### src/rtl/seq_alu.sv
// Sequential ALU with a valid/ready request side, a valid/ready result side,
// a 4-bit flag register {V,C,N,Z} and an iterative shift-add multiplier.
module seq_alu #(
  parameter int WIDTH = 16
) (
  input  logic             clk,
  input  logic             reset_b,
  input  logic             in_valid,
  output logic             in_ready,
  input  logic [3:0]       operation,
  input  logic [WIDTH-1:0] operand1,
  input  logic [WIDTH-1:0] operand2,
  input  logic             flags_load,
  input  logic [3:0]       flags_in,
  output logic             out_valid,
  input  logic             out_ready,
  output logic [WIDTH-1:0] result,
  output logic [3:0]       flags_out
);

  localparam int SHW = $clog2(WIDTH);

  localparam logic [3:0] OP_ADD  = 4'b0000;
  localparam logic [3:0] OP_SETC = 4'b0001;
  localparam logic [3:0] OP_SUB  = 4'b0010;
  localparam logic [3:0] OP_AND  = 4'b0011;
  localparam logic [3:0] OP_NOT  = 4'b0100;
  localparam logic [3:0] OP_PAS1 = 4'b0101;
  localparam logic [3:0] OP_PAS2 = 4'b0110;
  localparam logic [3:0] OP_OR   = 4'b1000;
  localparam logic [3:0] OP_ADC  = 4'b1001;
  localparam logic [3:0] OP_SHL  = 4'b1010;
  localparam logic [3:0] OP_SHR  = 4'b1011;
  localparam logic [3:0] OP_MUL  = 4'b1100;
  localparam logic [3:0] OP_CLRC = 4'b1101;

  typedef enum logic [1:0] {IDLE, MUL_RUN, DONE} state_t;

  state_t             state_reg, state_next;
  logic [WIDTH-1:0]   result_reg;
  logic [3:0]         flags_reg;          // {V, C, N, Z}
  logic [2*WIDTH-1:0] acc_reg;
  logic [2*WIDTH-1:0] mcand_reg;
  logic [WIDTH-1:0]   mplier_reg;
  logic [SHW-1:0]     cnt_reg;

  logic               accept;
  logic               mul_last;
  logic [SHW-1:0]     shamt;
  logic [WIDTH:0]     add_sum, sub_diff, shl_ext, shr_ext;
  logic [WIDTH-1:0]   alu_result;
  logic [3:0]         alu_flags;
  logic               upd_zn;
  logic [2*WIDTH-1:0] acc_next;
  logic               mul_hi_nz;

  assign in_ready  = (state_reg == IDLE);
  assign out_valid = (state_reg == DONE);
  assign result    = result_reg;
  assign flags_out = flags_reg;
  assign accept    = in_valid & in_ready;
  assign shamt     = operand2[SHW-1:0];
  assign mul_last  = (cnt_reg == SHW'(WIDTH - 1));

  // State register; reset drops any operation in flight
  always_ff @(posedge clk or negedge reset_b) begin
    if (!reset_b) state_reg <= IDLE;
    else          state_reg <= state_next;
  end

  // Next-state: multiply goes through MUL_RUN, everything else straight to DONE
  always_comb begin
    state_next = state_reg;
    case (state_reg)
      IDLE:    if (accept) state_next = (operation == OP_MUL) ? MUL_RUN : DONE;
      MUL_RUN: if (mul_last) state_next = DONE;
      DONE:    if (out_ready) state_next = IDLE;
      default: state_next = IDLE;
    endcase
  end

  // Single-cycle ALU evaluated on the live inputs; only sampled at accept
  always_comb begin
    add_sum    = {1'b0, operand1} + {1'b0, operand2}
               + {{WIDTH{1'b0}}, (operation == OP_ADC) & flags_reg[2]};
    sub_diff   = {1'b0, operand1} - {1'b0, operand2};
    shl_ext    = {1'b0, operand1} << shamt;
    shr_ext    = {operand1, 1'b0} >> shamt;
    alu_result = '0;
    alu_flags  = flags_reg;
    upd_zn     = 1'b0;
    case (operation)
      OP_ADD, OP_ADC: begin
        alu_result   = add_sum[WIDTH-1:0];
        alu_flags[2] = add_sum[WIDTH];
        alu_flags[3] = (operand1[WIDTH-1] == operand2[WIDTH-1]) &&
                       (add_sum[WIDTH-1] != operand1[WIDTH-1]);
        upd_zn       = 1'b1;
      end
      OP_SUB: begin
        alu_result   = sub_diff[WIDTH-1:0];
        alu_flags[2] = sub_diff[WIDTH];   // borrow out == op2 > op1
        alu_flags[3] = (operand1[WIDTH-1] != operand2[WIDTH-1]) &&
                       (sub_diff[WIDTH-1] != operand1[WIDTH-1]);
        upd_zn       = 1'b1;
      end
      OP_AND:  begin alu_result = operand1 & operand2; upd_zn = 1'b1; end
      OP_OR:   begin alu_result = operand1 | operand2; upd_zn = 1'b1; end
      OP_NOT:  begin alu_result = ~operand1;           upd_zn = 1'b1; end
      OP_PAS1: alu_result = operand1;
      OP_PAS2: alu_result = operand2;
      OP_SETC: alu_flags[2] = 1'b1;
      OP_CLRC: alu_flags[2] = 1'b0;
      OP_SHL: begin
        alu_result = shl_ext[WIDTH-1:0];
        if (shamt != '0) alu_flags[2] = shl_ext[WIDTH];
        upd_zn = 1'b1;
      end
      OP_SHR: begin
        alu_result = shr_ext[WIDTH:1];
        if (shamt != '0) alu_flags[2] = shr_ext[0];
        upd_zn = 1'b1;
      end
      default: alu_result = '0;       // NOP and the unused opcodes
    endcase
    if (upd_zn) begin
      alu_flags[0] = ~|alu_result;
      alu_flags[1] = alu_result[WIDTH-1];
    end
  end

  // One shift-add step: add the shifted multiplicand when the current multiplier bit is set
  always_comb begin
    acc_next  = acc_reg + (mplier_reg[0] ? mcand_reg : '0);
    mul_hi_nz = |acc_next[2*WIDTH-1:WIDTH];
  end

  // Datapath: captures at accept, iterates the multiplier, commits result and flags
  always_ff @(posedge clk or negedge reset_b) begin
    if (!reset_b) begin
      result_reg <= '0;
      flags_reg  <= '0;
      acc_reg    <= '0;
      mcand_reg  <= '0;
      mplier_reg <= '0;
      cnt_reg    <= '0;
    end else begin
      case (state_reg)
        IDLE: begin
          if (accept) begin
            if (operation == OP_MUL) begin
              acc_reg    <= '0;
              mcand_reg  <= {{WIDTH{1'b0}}, operand1};
              mplier_reg <= operand2;
              cnt_reg    <= '0;
            end else begin
              result_reg <= alu_result;
              flags_reg  <= alu_flags;
            end
          end else if (flags_load) begin
            flags_reg <= flags_in;
          end
        end
        MUL_RUN: begin
          acc_reg    <= acc_next;
          mcand_reg  <= mcand_reg << 1;
          mplier_reg <= mplier_reg >> 1;
          cnt_reg    <= cnt_reg + 1'b1;
          if (mul_last) begin
            result_reg <= acc_next[WIDTH-1:0];
            flags_reg  <= {mul_hi_nz, mul_hi_nz, acc_next[WIDTH-1],
                           ~|acc_next[WIDTH-1:0]};
          end
        end
        default: ;                    // DONE holds everything for the consumer
      endcase
    end
  end

endmodule
### config.mk
export PLATFORM = sky130hd
export DESIGN_NAME = seq_alu
export DESIGN_NICKNAME = d
export VERILOG_FILES = /design/src/rtl/seq_alu.sv
export SDC_FILE = /design/constraint.sdc
export NUM_CORES = 1
export LEC_CHECK = 0
export CAP_MARGIN = 20
export CORE_MARGIN = 4
export CORE_UTILIZATION = 45
export DETAILED_ROUTE_END_ITERATION = 8
export GPL_ROUTABILITY_DRIVEN = 1
export GPL_TIMING_DRIVEN = 0
export PLACE_DENSITY = 0.66
export SYNTH_ARGS = -nofsm -noshare
export SYNTH_HDL_FRONTEND = slang
export SYNTH_SLANG_ARGS = --single-unit
export TNS_END_PERCENT = 1
### constraint.sdc
create_clock -name clk -period 3.9 [get_ports clk]
set_clock_uncertainty 0.1 [all_clocks]
set_input_delay 0.78 -clock clk [delete_from_list [all_inputs] [get_ports clk]]
set_output_delay 0.78 -clock clk [all_outputs]
set_load 0.01 [all_outputs]
After elaboration in Yosys (flattened, before gate mapping). Index checks and enable logic that the tools add are counted.

Shift-type cells: 2. $mul: 0. Reductions and logical operators: 19. Muxes and demuxes: 34. Add/sub/neg operators: 5. Order comparisons: 0. Bitwise gates (word level): 5. Div/mod/pow operators: 0. Equal/unequal tests: 31.

Operators by type and width (count): 32-bit two-way mux (5); 16-bit case mux with 9 select lines (1); 32-bit case mux with 2 select lines (2); 16-bit two-way mux (5); 16-bit case mux with 2 select lines (2); 16-bit OR reduction (3); 32-bit adder (1); 4-bit equality test, second input constant (7); 4-bit two-way mux (6); 16-bit by 16-bit adder with 17-bit output (1); 17-bit by 1-bit adder with 17-bit output (1); 16-bit by 4-bit << shifter with 17-bit output (1); 17-bit by 4-bit right shift with 17-bit output (1); 16-bit by 16-bit subtractor with 17-bit output (1); 16-bit AND (1); 16-bit NOT (1); 16-bit OR (1); 4-bit case mux with 2 select lines (2); 4-bit by 3-bit equality test with 1-bit output, second input constant (3); 2-bit two-way mux (5); 5-bit AND reduction (2); 4-bit by 2-bit equality test with 1-bit output, second input constant (2); 4-bit inequality test, second input constant (2); 8-bit by 2-bit inequality test with 1-bit output, second input constant (1); other kinds (28) (39).

ROM bits: 0. Input port bits: 45. RAM bits: 0. Memories: 0. Flip-flop bits (word level): 106. Output and inout port bits: 22. Logic and storage cells: 105. Bits in latches: 0.

Longest topological paths before layout.
Depth after elaboration: 10. Depth in mapped cells: 16.

Worst setup path before layout. No wires, ideal clock.

Path kind: in2reg. Start point: input operand2[0]. End point: register flags_reg[0], in the netlist flags_out[0]. Data required time: 3.718 ns. Setup slack: -0.895 ns. Setup time: 0.082 ns. Arrival: 4.613 ns. Stages on the path: 16. Cells stage by stage: buf_6 -> buf_2 -> buf_2 -> inv_1 -> fa_1 -> fa_1 -> nor2b_1 -> o21ai_0 -> a211oi_1 -> nor2_1 -> a221o_2 -> a21oi_1 -> nand4_1 -> or4_1 -> or4_1 -> o22ai_1.

Word-level cells in the longest chain between the ends: 9. Elaborated cells between the ends (all ways): 14. Those cells by class: add/sub (3); shift (2); mux (5); bitwise (2); reduce/logical (2).

RTL lines: start: declaration (RTL line 12) `input logic [WIDTH-1:0] operand2,`; 16-bit by 16-bit adder with 17-bit output (RTL line 84) `add_sum = {1'b0, operand1} + {1'b0, operand2}`; 17-bit by 1-bit adder with 17-bit output (RTL line 85) `+ {{WIDTH{1'b0}}, (operation == OP_ADC) & flags_reg[2]};`; 16-bit case mux with 9 select lines (*) (RTL line 92) `case (operation)`; 16-bit OR reduction (*) (RTL line 127) `alu_flags[0] = ~|alu_result;`; 1-bit logical NOT (*) (RTL line 127); 2-bit two-way mux (*) (RTL line 126) `if (upd_zn) begin`; 4-bit two-way mux (*) (RTL line 151) `if (operation == OP_MUL) begin`; 4-bit two-way mux (*) (RTL line 150) `if (accept) begin`; 4-bit case mux with 2 select lines (*) (RTL line 148) `case (state_reg)`; end signal: assignment (RTL line 158) `flags_reg <= alu_flags;`; end signal: assignment (RTL line 161) `flags_reg <= flags_in;`; end signal: assignment (RTL line 171) `flags_reg <= {mul_hi_nz, mul_hi_nz, acc_next[WIDTH-1],`; end: declaration (RTL line 41) `logic [3:0] flags_reg;`.

Mark *: on every way between the ends. The rest lies on a longest branch, timed or not. The select of a mux whose other input is x is not followed. A chain may end at the register's enable or synchronous reset.

Worst setup path in the final report.
Start point: input operation[2]. End point: register flags_reg[0], in the netlist flags_out[0].

Word-level cells in the longest chain between the ends: 10. Elaborated cells between the ends (all ways): 26. Those cells by class: add/sub (1); eq/ne (12); mux (6); bitwise (1); reduce/logical (6).

RTL lines: start: declaration (RTL line 10) `input logic [3:0] operation,`; 4-bit equality test (RTL line 85, 92); 1-bit AND (RTL line 85); 17-bit by 1-bit adder with 17-bit output (RTL line 85); 16-bit case mux with 9 select lines (RTL line 92); 16-bit OR reduction (RTL line 127); 1-bit logical NOT (RTL line 127); 2-bit two-way mux (RTL line 126); 4-bit two-way mux (RTL line 151); 4-bit two-way mux (RTL line 150); 4-bit case mux with 2 select lines (RTL line 148).

Parallel ways exist; a longest one is shown, timed or not. The select of a mux whose other input is x is not followed.

==> results.sh <==
export IMPL_violations="setup timing"
export IMPL_synth_ff_type="dfrtp_1"
export IMPL_die_h_um=165.9
export IMPL_numCtsBuffers=9
export IMPL_dp_cells=1820
export IMPL_vias=11940
export IMPL_clkLatencyLatePin_ns=0.36
export IMPL_die_w_um=165.9
export IMPL_gp_congestion=1.008
export IMPL_fin_crit_ns=4.543
export IMPL_drive_gt1_share_pct=12.05
export IMPL_cts_root_buffer="clkbuf_16"
export IMPL_crit_family="simple AND/OR/NAND/NOR gates"
export IMPL_hold_class="in -> async"
export IMPL_layout_cells_non_filler=1851
export IMPL_synth_edf_count=0
export IMPL_antennaDiodeCount=0
export IMPL_syn_avg_cell_area_um2=7.845
export IMPL_setup_viol=8
export IMPL_path_cells="buf_12, clkbuf_16, nand4b_1, fa_2, fa_2, buf_6, inv_2, o32ai_2, mux2i_1, and4bb_2, nand3b_1, nor4_2, nand4_1, or4_4, or4_4, o22ai_2"
export IMPL_slowest_stage="or4_4"
export IMPL_wl_per_cell_um=24.15
export IMPL_clockBufferDepth=2
export IMPL_first_global_vias=11450
export IMPL_finalPower_mw=4.871
export IMPL_track_usage_pct=31.18
export IMPL_cp_end_kind="flip-flop"
export IMPL_drc=0
export IMPL_grt_pass1_wl_mm=68.45
export IMPL_p_clk_share_pct=19.8
export IMPL_cts_tree="done"
export IMPL_clkTransAtPathRegs_ns=0.09
export IMPL_ant_nets=0
export IMPL_final_cell_mix="nand2_1, nor2_1, a21oi_1"
export IMPL_clock_sinks=106
export IMPL_first_iter_violations=1324
export IMPL_cp_num_buf_inv=4
export IMPL_dp_hpwl_mm=35.00
export IMPL_pwr_share_comb_pct=47.2
export IMPL_ys_seq_area_share_pct=23.64
export IMPL_hold_viol=0
export IMPL_critical_path_startpoint_type="input port"
export IMPL_grt_max_degree=70
export IMPL_grt_setup_unrepaired="yes"
export IMPL_fillers=2367
export IMPL_synthCells=1430
export IMPL_p_per_area_nw_per_um2=369.1
export IMPL_tightest_slew_ns=0.9877
export IMPL_die_area_um2=27520
export IMPL_async_flop_share_pct=100.0
export IMPL_io_buffers=65
export IMPL_cp_max_fo=9
export IMPL_totalWireLength_mm=44.69
export IMPL_arrival_ns=4.72
export IMPL_slowest_delay_ns=0.57
export IMPL_seqPwrFrac_pct=33.0
export IMPL_grt_overflow_total=0
export IMPL_syn_cell_area_um2=11220
export IMPL_synth_cell_types=84
export IMPL_fin_nets=1652
export IMPL_start_util_pct=45.99
export IMPL_core_um2=24390
export IMPL_synth_fp_nets=1560
export IMPL_power_leakage_nw=5.671
export IMPL_viasPerCell=6.451
export IMPL_fp_row_count=57
export IMPL_setup_ws_ns=-0.6433
export IMPL_switching_share_pct=43.02
export IMPL_max_cap_violations=0
export IMPL_ys_warn_count=0
export IMPL_antenna_found_initial=0
export IMPL_ir_drop_mv=0.2594
export IMPL_ios=67
export IMPL_fmax_ghz=0.2201
export IMPL_status="finished, violations left"
export IMPL_h_tree_depth=3
export IMPL_dr_pass1_iters=5
export IMPL_slew_headroom_pct=33.61
export IMPL_p_switching_mw=2.096
export IMPL_p_int_mw=2.775
export IMPL_synth_seq_cells=106
export IMPL_crit_type="in -> reg"
export IMPL_period_share_pct=116.5
export IMPL_slew_violations=0
export IMPL_area_delta_synth_final_pct=17.64
export IMPL_layout_commonest_cell="nand2_1"
export IMPL_critPathRequiredTime_ns=4.08
-- layer usage --
layer	global-route usage, %	part of all wire [%]
met2	51.78	46
met4	13.74	5.2
met3	3.975	7.2
met1	40.91	41
met5	0	0
-- cell type report --
type / count / area, µm² / area share [%]
sequential: 106 / 2653 / 20.10
buffer: 99 / 578.1 / 4.380
multi-input combinational: 1161 / 8190 / 62.06
inverter: 62 / 250.2 / 1.896
timing repair buffer: 83 / 812.0 / 6.153
clock buffer: 9 / 225.2 / 1.706
clock inverter: 7 / 83.83 / 0.6352
tap: 324 / 405.4 / 3.072
-- metrics by stage --
stage               util [%]  worst slack [ns]  setup TNS (ns)  area, µm²  hold slack [ns]
CTS                    53.48           -0.6635          -1.331      13050           0.3050
floorplan                  -           -0.4683         -0.4683      11290           0.3502
finish                 54.11           -0.6433          -1.618      13200           0.2919
detailed placement     50.71            -2.821          -34.18      12370           0.3625
global route           54.11           -0.7311          -3.061      13200           0.3145
global placement       50.61            -2.858         -255.29      12340           0.3553
-- cells in the mapped netlist (20+ instances only) --
cell type	instances	area [µm²]
inv_1	57	214.0
a21o_1	22	165.2
dfrtp_1	106	2653
and2_1	36	225.2
ha_1	81	1013
nand3_1	30	150.1
nor3_1	32	160.2
mux4_2	21	473.0
clkbuf_1	82	307.8
mux2i_1	27	270.3
a21oi_1	128	640.6
nand2_1	154	578.1
a22o_1	34	297.8
nor2_1	130	488.0
o21ai_0	130	650.6
nor2b_1	20	125.1
-- worst paths after layout --
check | startpoint | end | slack [ns] | depth (start not counted)
max | operation[2] | flags_out[0]$_DFFE_PN0P_ | -0.64 | 16
max in group asynchronous | reset_b | mcand_reg[4]$_DFFE_PN0P_ | 2.67 | 2
max reg2reg | flags_out[2]$_DFFE_PN0P_ | flags_out[0]$_DFFE_PN0P_ | -0.33 | 14
min in group clk | result[4]$_DFFE_PN0P_ | result[4]$_DFFE_PN0P_ | 0.38 | 2
min | reset_b | mcand_reg[25]$_DFFE_PN0P_ | 0.29 | 1
min reg2reg | result[4]$_DFFE_PN0P_ | result[4]$_DFFE_PN0P_ | 0.38 | 2
-- power by group through the flow --
stage               Sequential [mW]  Combinational [mW]  Clock [mW]
floorplan                      1.59                1.40           0
global placement               1.62                2.12           0
detailed placement             1.63                2.13           0
CTS                            1.61                2.22       0.978
global route                   1.65                2.53        1.03
finish                         1.61                2.30       0.962
-- cell families after synthesis --
logic type                 share of synthesized area, %
buffers and inverters                             6.101
DFF                                               23.64
and+or+nand+nor                                   21.34
muxes                                             7.986
adders and majority gates                         9.748
xor gates and xnor gates                          1.796
AOI/OAI and AO/OA                                 29.39
-- what timing repair did --
| item | CTS | global route |
|---|---|---|
| gates resized for setup | 133 | 48 |
| endpoints found under the setup margin | 22 | 15 |
| hold buffers | 0 | 0 |
| pin swaps | 23 | 18 |
| endpoints found under the hold margin | 0 | 0 |
| buffers inserted | 14 | 3 |
Power figures use the tool's default switching activity.
